### src/rtl/fwd_hazard_ctrl_if.sv
// ID-side bundle between the pipeline and the forwarding/hazard controller.
//   master : the CPU pipeline. It drives the decoded ID instruction plus the
//            flush and mem_wait controls, and receives the stall and forward selects.
//   slave  : fwd_hazard_ctrl.
// Operand i of id_rs sits at [i*REG_ADDR_W +: REG_ADDR_W].
// Operand i of each fwd_* vector sits at [2*i +: 2].
interface fwd_hazard_ctrl_if #(
  parameter int REG_ADDR_W = 5,
  parameter int NUM_RD     = 2,
  parameter int CNT_W      = 16
);
  logic                         id_valid;
  logic [NUM_RD*REG_ADDR_W-1:0] id_rs;
  logic [NUM_RD-1:0]            id_rs_used;
  logic [REG_ADDR_W-1:0]        id_rd;
  logic                         id_reg_write;
  logic                         id_mem_read;
  logic                         id_branch;
  logic                         flush_id;
  logic                         mem_wait;
  logic                         stall_id;
  logic [NUM_RD*2-1:0]          fwd_ex;
  logic [NUM_RD*2-1:0]          fwd_id;
  logic [CNT_W-1:0]             stall_cnt;

  modport master (
    output id_valid, id_rs, id_rs_used, id_rd, id_reg_write, id_mem_read,
           id_branch, flush_id, mem_wait,
    input  stall_id, fwd_ex, fwd_id, stall_cnt
  );

  modport slave (
    input  id_valid, id_rs, id_rs_used, id_rd, id_reg_write, id_mem_read,
           id_branch, flush_id, mem_wait,
    output stall_id, fwd_ex, fwd_id, stall_cnt
  );
endinterface

### src/rtl/fwd_hazard_ctrl.sv
// Forwarding and hazard controller for the 5-stage pipeline.
// The controller keeps a shadow copy of the EX/MEM/WB destination tags, which
// it fills from the ID stage. From these tags it produces:
//   - the EX operand forward selects,
//   - the ID branch-comparator forward selects,
//   - the ID stall,
//   - a saturating count of hazard stall cycles.
// Ports: clk, rst_n (async, active low), bus (fwd_hazard_ctrl_if.slave).
// Forward select encoding: 00 regfile, 01 EX/MEM, 10 MEM/WB.

// Per-operand hazard detect and forward select.
// Inputs:  ID and EX source tags, stage tags and their live flags.
// Outputs: haz, fwd_ex, and the ungated fwd_id.
module fwd_hazard_opnd #(
  parameter int REG_ADDR_W = 5
) (
  input  logic [REG_ADDR_W-1:0] id_rs,
  input  logic                  id_used,
  input  logic                  id_branch,
  input  logic [REG_ADDR_W-1:0] ex_rs,
  input  logic                  ex_used,
  input  logic                  ex_live,
  input  logic                  ex_mr,
  input  logic [REG_ADDR_W-1:0] ex_rd,
  input  logic                  mem_live,
  input  logic                  mem_mr,
  input  logic [REG_ADDR_W-1:0] mem_rd,
  input  logic                  wb_live,
  input  logic [REG_ADDR_W-1:0] wb_rd,
  output logic                  haz,
  output logic [1:0]            fwd_ex,
  output logic [1:0]            fwd_id
);
  logic id_ex_m, id_mem_m, id_wb_m, ex_mem_m, ex_wb_m;

  always_comb begin
    id_ex_m  = ex_live  && (ex_rd  == id_rs);
    id_mem_m = mem_live && (mem_rd == id_rs);
    id_wb_m  = wb_live  && (wb_rd  == id_rs);
    ex_mem_m = mem_live && (mem_rd == ex_rs);
    ex_wb_m  = wb_live  && (wb_rd  == ex_rs);

    // Three stall sources are checked: a load-use hazard, a branch on an ALU
    // result still in EX, and a branch on a load still in MEM.
    haz = id_used && ((ex_mr && id_ex_m) ||
                      (id_branch && id_ex_m) ||
                      (id_branch && mem_mr && id_mem_m));

    // MEM is checked before WB, so the newest producer wins.
    fwd_ex = 2'b00;
    if (ex_used && ex_mem_m && !mem_mr) fwd_ex = 2'b01;
    else if (ex_used && ex_wb_m)        fwd_ex = 2'b10;

    fwd_id = 2'b00;
    if (id_mem_m && !mem_mr) fwd_id = 2'b01;
    else if (id_wb_m)        fwd_id = 2'b10;
  end
endmodule

module fwd_hazard_ctrl #(
  parameter int REG_ADDR_W = 5,
  parameter int NUM_RD     = 2,
  parameter int CNT_W      = 16
) (
  input  logic               clk,
  input  logic               rst_n,
  fwd_hazard_ctrl_if.slave   bus
);
  typedef struct packed {
    logic                  v;
    logic [REG_ADDR_W-1:0] rd;
    logic                  rw;
    logic                  mr;
  } stage_t;

  // WB never needs the load flag, so it is not kept there.
  typedef struct packed {
    logic                  v;
    logic [REG_ADDR_W-1:0] rd;
    logic                  rw;
  } wb_t;

  stage_t                       ex_q, ex_d, mem_q, mem_d;
  wb_t                          wb_q, wb_d;
  logic [NUM_RD*REG_ADDR_W-1:0] ex_rs_q, ex_rs_d;
  logic [NUM_RD-1:0]            ex_used_q, ex_used_d;
  logic [CNT_W-1:0]             stall_cnt_q, stall_cnt_d;

  logic                         ex_live, mem_live, wb_live, hazard;
  logic [NUM_RD-1:0]            haz_op;
  logic [NUM_RD-1:0][1:0]       fwd_ex_w, fwd_id_w;

  // A write to x0 is never live, so it is never forwarded and never stalled on.
  assign ex_live  = ex_q.v  && ex_q.rw  && (ex_q.rd  != '0);
  assign mem_live = mem_q.v && mem_q.rw && (mem_q.rd != '0);
  assign wb_live  = wb_q.v  && wb_q.rw  && (wb_q.rd  != '0);

  for (genvar g = 0; g < NUM_RD; g++) begin : g_op
    fwd_hazard_opnd #(.REG_ADDR_W(REG_ADDR_W)) u_opnd (
      .id_rs     (bus.id_rs[g*REG_ADDR_W +: REG_ADDR_W]),
      .id_used   (bus.id_rs_used[g]),
      .id_branch (bus.id_branch),
      .ex_rs     (ex_rs_q[g*REG_ADDR_W +: REG_ADDR_W]),
      .ex_used   (ex_used_q[g]),
      .ex_live   (ex_live),
      .ex_mr     (ex_q.mr),
      .ex_rd     (ex_q.rd),
      .mem_live  (mem_live),
      .mem_mr    (mem_q.mr),
      .mem_rd    (mem_q.rd),
      .wb_live   (wb_live),
      .wb_rd     (wb_q.rd),
      .haz       (haz_op[g]),
      .fwd_ex    (fwd_ex_w[g]),
      .fwd_id    (fwd_id_w[g])
    );

    // The load-use stall guarantees that a real EX consumer never finds its
    // producer as an unfinished load in MEM.
    a_no_load_fwd: assert property (@(posedge clk) disable iff (!rst_n)
      !(ex_q.v && ex_used_q[g] && mem_live && mem_q.mr &&
        (mem_q.rd == ex_rs_q[g*REG_ADDR_W +: REG_ADDR_W])));
  end

  // Several sources, or several operands, still make one stall per cycle.
  assign hazard        = bus.id_valid && (|haz_op);
  assign bus.stall_id  = hazard || bus.mem_wait;
  assign bus.fwd_ex    = fwd_ex_w;
  assign bus.fwd_id    = (bus.id_branch && bus.id_valid && !hazard) ? fwd_id_w : '0;
  assign bus.stall_cnt = stall_cnt_q;

  always_comb begin
    ex_d        = ex_q;
    mem_d       = mem_q;
    wb_d        = wb_q;
    ex_rs_d     = ex_rs_q;
    ex_used_d   = ex_used_q;
    stall_cnt_d = stall_cnt_q;
    if (!bus.mem_wait) begin
      wb_d  = '{v: mem_q.v, rd: mem_q.rd, rw: mem_q.rw};
      mem_d = ex_q;
      if (hazard) begin
        // The bubble wins over flush_id; squashing the instruction is the CPU's concern.
        ex_d      = '0;
        ex_rs_d   = '0;
        ex_used_d = '0;
        if (stall_cnt_q != '1) stall_cnt_d = stall_cnt_q + CNT_W'(1);
      end else begin
        ex_d      = '{v: bus.id_valid && !bus.flush_id, rd: bus.id_rd,
                      rw: bus.id_reg_write, mr: bus.id_mem_read};
        ex_rs_d   = bus.id_rs;
        ex_used_d = bus.id_rs_used;
      end
    end
  end

  always_ff @(posedge clk or negedge rst_n) begin
    if (!rst_n) begin
      ex_q        <= '0;
      mem_q       <= '0;
      wb_q        <= '0;
      ex_rs_q     <= '0;
      ex_used_q   <= '0;
      stall_cnt_q <= '0;
    end else begin
      ex_q        <= ex_d;
      mem_q       <= mem_d;
      wb_q        <= wb_d;
      ex_rs_q     <= ex_rs_d;
      ex_used_q   <= ex_used_d;
      stall_cnt_q <= stall_cnt_d;
    end
  end
endmodule

### src/flat_wrapper.sv
// flat-port wrapper written by rule: the top's interface ports become plain ports
module fwd_hazard_ctrl_flat 
#(
  parameter int REG_ADDR_W = 5,
  parameter int NUM_RD     = 2,
  parameter int CNT_W      = 16
)
  (clk, rst_n, bus_id_valid, bus_id_rs, bus_id_rs_used, bus_id_rd, bus_id_reg_write, bus_id_mem_read, bus_id_branch, bus_flush_id, bus_mem_wait, bus_stall_id, bus_fwd_ex, bus_fwd_id, bus_stall_cnt);
  fwd_hazard_ctrl_if #(.REG_ADDR_W(REG_ADDR_W), .NUM_RD(NUM_RD), .CNT_W(CNT_W)) bus_i ();
  input  logic clk;
  input  logic rst_n;
  input wire logic [$bits(bus_i.id_valid)-1:0] bus_id_valid;
  input wire logic [$bits(bus_i.id_rs)-1:0] bus_id_rs;
  input wire logic [$bits(bus_i.id_rs_used)-1:0] bus_id_rs_used;
  input wire logic [$bits(bus_i.id_rd)-1:0] bus_id_rd;
  input wire logic [$bits(bus_i.id_reg_write)-1:0] bus_id_reg_write;
  input wire logic [$bits(bus_i.id_mem_read)-1:0] bus_id_mem_read;
  input wire logic [$bits(bus_i.id_branch)-1:0] bus_id_branch;
  input wire logic [$bits(bus_i.flush_id)-1:0] bus_flush_id;
  input wire logic [$bits(bus_i.mem_wait)-1:0] bus_mem_wait;
  output wire logic [$bits(bus_i.stall_id)-1:0] bus_stall_id;
  output wire logic [$bits(bus_i.fwd_ex)-1:0] bus_fwd_ex;
  output wire logic [$bits(bus_i.fwd_id)-1:0] bus_fwd_id;
  output wire logic [$bits(bus_i.stall_cnt)-1:0] bus_stall_cnt;
  assign bus_i.id_valid = bus_id_valid;
  assign bus_i.id_rs = bus_id_rs;
  assign bus_i.id_rs_used = bus_id_rs_used;
  assign bus_i.id_rd = bus_id_rd;
  assign bus_i.id_reg_write = bus_id_reg_write;
  assign bus_i.id_mem_read = bus_id_mem_read;
  assign bus_i.id_branch = bus_id_branch;
  assign bus_i.flush_id = bus_flush_id;
  assign bus_i.mem_wait = bus_mem_wait;
  assign bus_stall_id = bus_i.stall_id;
  assign bus_fwd_ex = bus_i.fwd_ex;
  assign bus_fwd_id = bus_i.fwd_id;
  assign bus_stall_cnt = bus_i.stall_cnt;
  fwd_hazard_ctrl #(.REG_ADDR_W(REG_ADDR_W), .NUM_RD(NUM_RD), .CNT_W(CNT_W)) u_core (.clk(clk), .rst_n(rst_n), .bus(bus_i));
endmodule
### config.mk
export PLATFORM = sky130hd
export DESIGN_NAME = fwd_hazard_ctrl_flat
export DESIGN_NICKNAME = d
export VERILOG_FILES = /design/src/rtl/fwd_hazard_ctrl_if.sv /design/src/rtl/fwd_hazard_ctrl.sv /design/src/flat_wrapper.sv
export SDC_FILE = /design/constraint.sdc
export NUM_CORES = 1
export LEC_CHECK = 0
export ABC_AREA = 0
export CAP_MARGIN = 10
export CORE_MARGIN = 8
export CORE_UTILIZATION = 28
export DETAILED_ROUTE_END_ITERATION = 16
export GPL_ROUTABILITY_DRIVEN = 0
export PLACE_DENSITY = 0.55
export SLEW_MARGIN = 20
export SYNTH_ARGS = -nofsm -noshare
export SYNTH_HDL_FRONTEND = slang
export SYNTH_SLANG_ARGS = --single-unit
### constraint.sdc
create_clock -name clk -period 4.1 [get_ports clk]
set_clock_uncertainty 0.05 [all_clocks]
set_input_delay 0.615 -clock clk [delete_from_list [all_inputs] [get_ports clk]]
set_output_delay 0.615 -clock clk [all_outputs]
set_load 0.03 [all_outputs]
==> key figures <==
Worst hold path
  – Min-Delay Path Class: input port to asynchronous set/reset pin

Yosys
  – EDFF count, synth: 0
  – Largest cells by area after synthesis: dfrtp_1, xor2_1, xnor2_1, mux2_2, a22o_1
  – Synth Instances: about 270
  – #FFs+latches synth: 51
  – Syn Area/Cell: about 11 sq um
  – Most numerous cell in the Yosys netlist: dfrtp_1
  – Most instantiated cells after synthesis: dfrtp_1, xor2_1, xnor2_1
  – Synth cell types: 32
  – Synth top area share: roughly 43%
  – Post-synthesis net count: 300
  – Yosys warns: 0
  – Synthesized area: about 3000 sq um
  – Sequential fraction of the synthesis area: 43.4%
  – Synth Flop Type: dfrtp_1
  – Cell type with the highest aggregate area in the netlist: dfrtp_1
  – Fraction of registers with async set/reset: between 90% and 100%

CTS
  – Root Buffer: clkbuf_8
  – Cts repair resizes: 0
  – CTS clk-pin slew, worst paths: 0.09 ns
  – # H-tree levels: 2
  – Postcts setup bufs: 0
  – CTS tree: built
  – Clk_lat worst skew: 0.32 ns
  – Max Root-Sink Buffers: 2
  – CTS Sinks: 51
  – Num CTS Buffers: 5
  – Hold_buf cts: 0

Timing
  – Final Hold Vio Count: 0
  – Final Cycle Share: 95.8%
  – Setup TNS: 0 ns
  – Hold WS: 0.288 ns
  – Relative slew slack: 53.1%
  – Min cycle time layout: 3.93 ns
  – RSZ-0062 raised after global routing: no
  – Fmax achieved: 255 MHz
  – Final setup vio count: 0
  – Max-slew violation count: 0
  – Tightest Pin Transition: roughly 0.7 ns
  – Final worst slack: ~0.17 ns

Global routing
  – GR Util All Layers: approximately an eighth
  – Vias in the first global route: 2,330
  – Global-route wire length before repair: 13.3 mm
  – Initial antenna violation count: 0
  – GRT overflow: 0
  – Largest net degree at the start of global routing: 55

Final layout
  – Share of layout cells above drive strength 1: 12.3%
  – Final Non-Filler Cells: 453
  – Layout Nets: 342
  – # diodes: 0
  – Layout area overhead: 22.6%

Setup path
  – Setup Crit Path Kind: flip-flop to primary output
  – CP Launch Type: flip-flop
  – CP max FO: 9
  – Crit path arrival time: 3.26 ns
  – Required @ worst endpoint: 3.43 ns
  – CP max-delay cell: clkdlybuf4s50_1
  – Most frequent CP cell: o21ai_2
  – CP bufs+invs: 1
  – Cell Chain, Critical Path: or4_4, o21ai_2, nor4_1, o21ai_2, and2_4, nand3_2, nor3_1, clkdlybuf4s50_1
  – Crit. End Element: primary output
  – Family with the most delay on the worst path: simple AND/OR/NAND/NOR gates
  – CP peak stage delay: a little over 0.7 ns

Detailed routing
  – Overall routed net length: between 8 and 9 mm
  – Vias/cell: ~4.8
  – Via count: 2,154
  – Router iterations before antenna repair: 5
  – Final antenna-violating net count: 0
  – WL per Instance: roughly 18 microns
  – DRC Markers: 0
  – Initial DRC count: 91

Floorplanning
  – Core area: 10,300 sq um
  – Core Rows: 37
  – I/O pin cnt: 50
  – Initial cell density of the core: about 29%
  – Die Width: 119 microns
  – Height of the die: 119 microns
  – Die area: ~14,000 sq um

Run
  – Max Cap Violations: 0

Placement
  – Placed Cells incl. Taps: between 400 and 500
  – Detailed Place HPWL: between 5 and 6 mm
  – # port buffers: 49
  – Worst Setup Slack post-DPL: 0.222 ns

Power
  – Lkg Pwr: around 1.5 nW
  – Power per cell area: ~320 nW/um^2
  – Worst vdd ir: 0.121 mV

Outcome
  – Status: finished, final reports clean
-- where the power goes --
part / leakage, nW / total (mW) / switching [mW] / internal (mW)
sequential: 0.653 / 0.612 / 0.0687 / 0.543
combinational: 0.805 / 0.229 / 0.104 / 0.126
clock: 0.0412 / 0.296 / 0.177 / 0.120
total: 1.50 / 1.14 / 0.349 / 0.789
-- layer usage --
layer  GRT usage, %  vias to the layer above  routed length [microns]
met3           4.14                       11                      521
met2           18.0                       61                     3460
met1           15.4                     1036                     3910
li1               -                     1046                        -
met4           3.79                        0                      134
met5              0                        -                        0
-- worst register-to-register path, cell delays in order, from the launching register on --
cell and delay, ns:
dfrtp_1 0.55, or4_4 0.60, o21ai_2 0.16, nor4_1 0.08
o21ai_2 0.17, and2_4 0.23, nand2b_4 0.14, buf_4 0.26
a22o_1 0.18
-- path summary, 6_finish.rpt --
| kind | to | depth (start not counted) | startpoint | slack, ns |
|---|---|---|---|---|
| max reg2reg | u_core.ex_rs_q[2] | 8 | u_core.mem_q[5] | 1.63 |
| min in group clk | u_core.bus.stall_cnt[10] | 1 | u_core.bus.stall_cnt[10] | 0.45 |
| min reg2reg | u_core.bus.stall_cnt[10] | 1 | u_core.bus.stall_cnt[10] | 0.45 |
| min | u_core.ex_rs_q[3] | 1 | rst_n | 0.29 |
| max in group asynchronous | u_core.ex_rs_q[5] | 2 | rst_n | 2.93 |
| max | bus_fwd_id[3] | 8 | u_core.mem_q[5] | 0.17 |
-- per-stage QoR --
stage                     power [mW]  util [%]  cell area (sq um)
after global placement         0.848      34.3               3520
after global routing            1.20      35.1               3610
after detailed placement       0.853      34.3               3520
final                           1.14      35.1               3610
after floorplan                0.765         -               2940
after CTS                       1.16      35.1               3610
-- placed cells by master, fill, tap and decap left out, types with 2 or more instances in the layout --
master           synthesis  final
clkbuf_8                 0      5
mux2_2                  16     16
nand2_1                 11     11
o21ai_2                  3      3
xnor2_1                 28     28
and4_1                   6      6
nand2b_1                 3      3
clkdlybuf4s50_1          0     47
buf_2                    3      2
nand3_1                  9      9
xor2_1                  37     37
nor3_1                  13     13
dfrtp_1                 51     51
o211ai_1                 3      3
nor2_1                   5      5
nor2b_1                 19     19
nor4_1                  10     10
and3_1                   5      5
a22o_1                  20     20
nand4_1                  6      6
buf_4                    1      6
-- sequential cells by signal, summed over array words and instances, names as in the netlist --
| name | count |
|---|---|
| u_core.bus.stall_cnt | 16 |
| u_core.ex_q | 8 |
| u_core.ex_rs_q | 10 |
| u_core.ex_used_q | 2 |
| u_core.mem_q | 8 |
| u_core.wb_q | 7 |
-- area by class of cell --
type,instances,area (sq um)
multi-input cells,203,1550
fillers,1047,6670
clock buffers,6,72.6
flip-flops and latches,51,1280
well taps,136,170
clock inverters,2,12.5
repair buffers,55,526
-- kinds of logic (layout without fill, tap and decap cells) --
group	after synthesis	after routing	synth area share, %
AO/OA/AOI/OAI	29	29	8.33
buffers and inverters	20	63	3.95
adder cells (fa/ha/maj)	1	1	0.425
multiplexers	16	16	6.12
AND/OR/NAND/NOR	92	92	18.5
XOR/XNOR	65	65	19.3
flip-flops	51	51	43.4
Note: power is estimated with default switching activity, not from simulation.
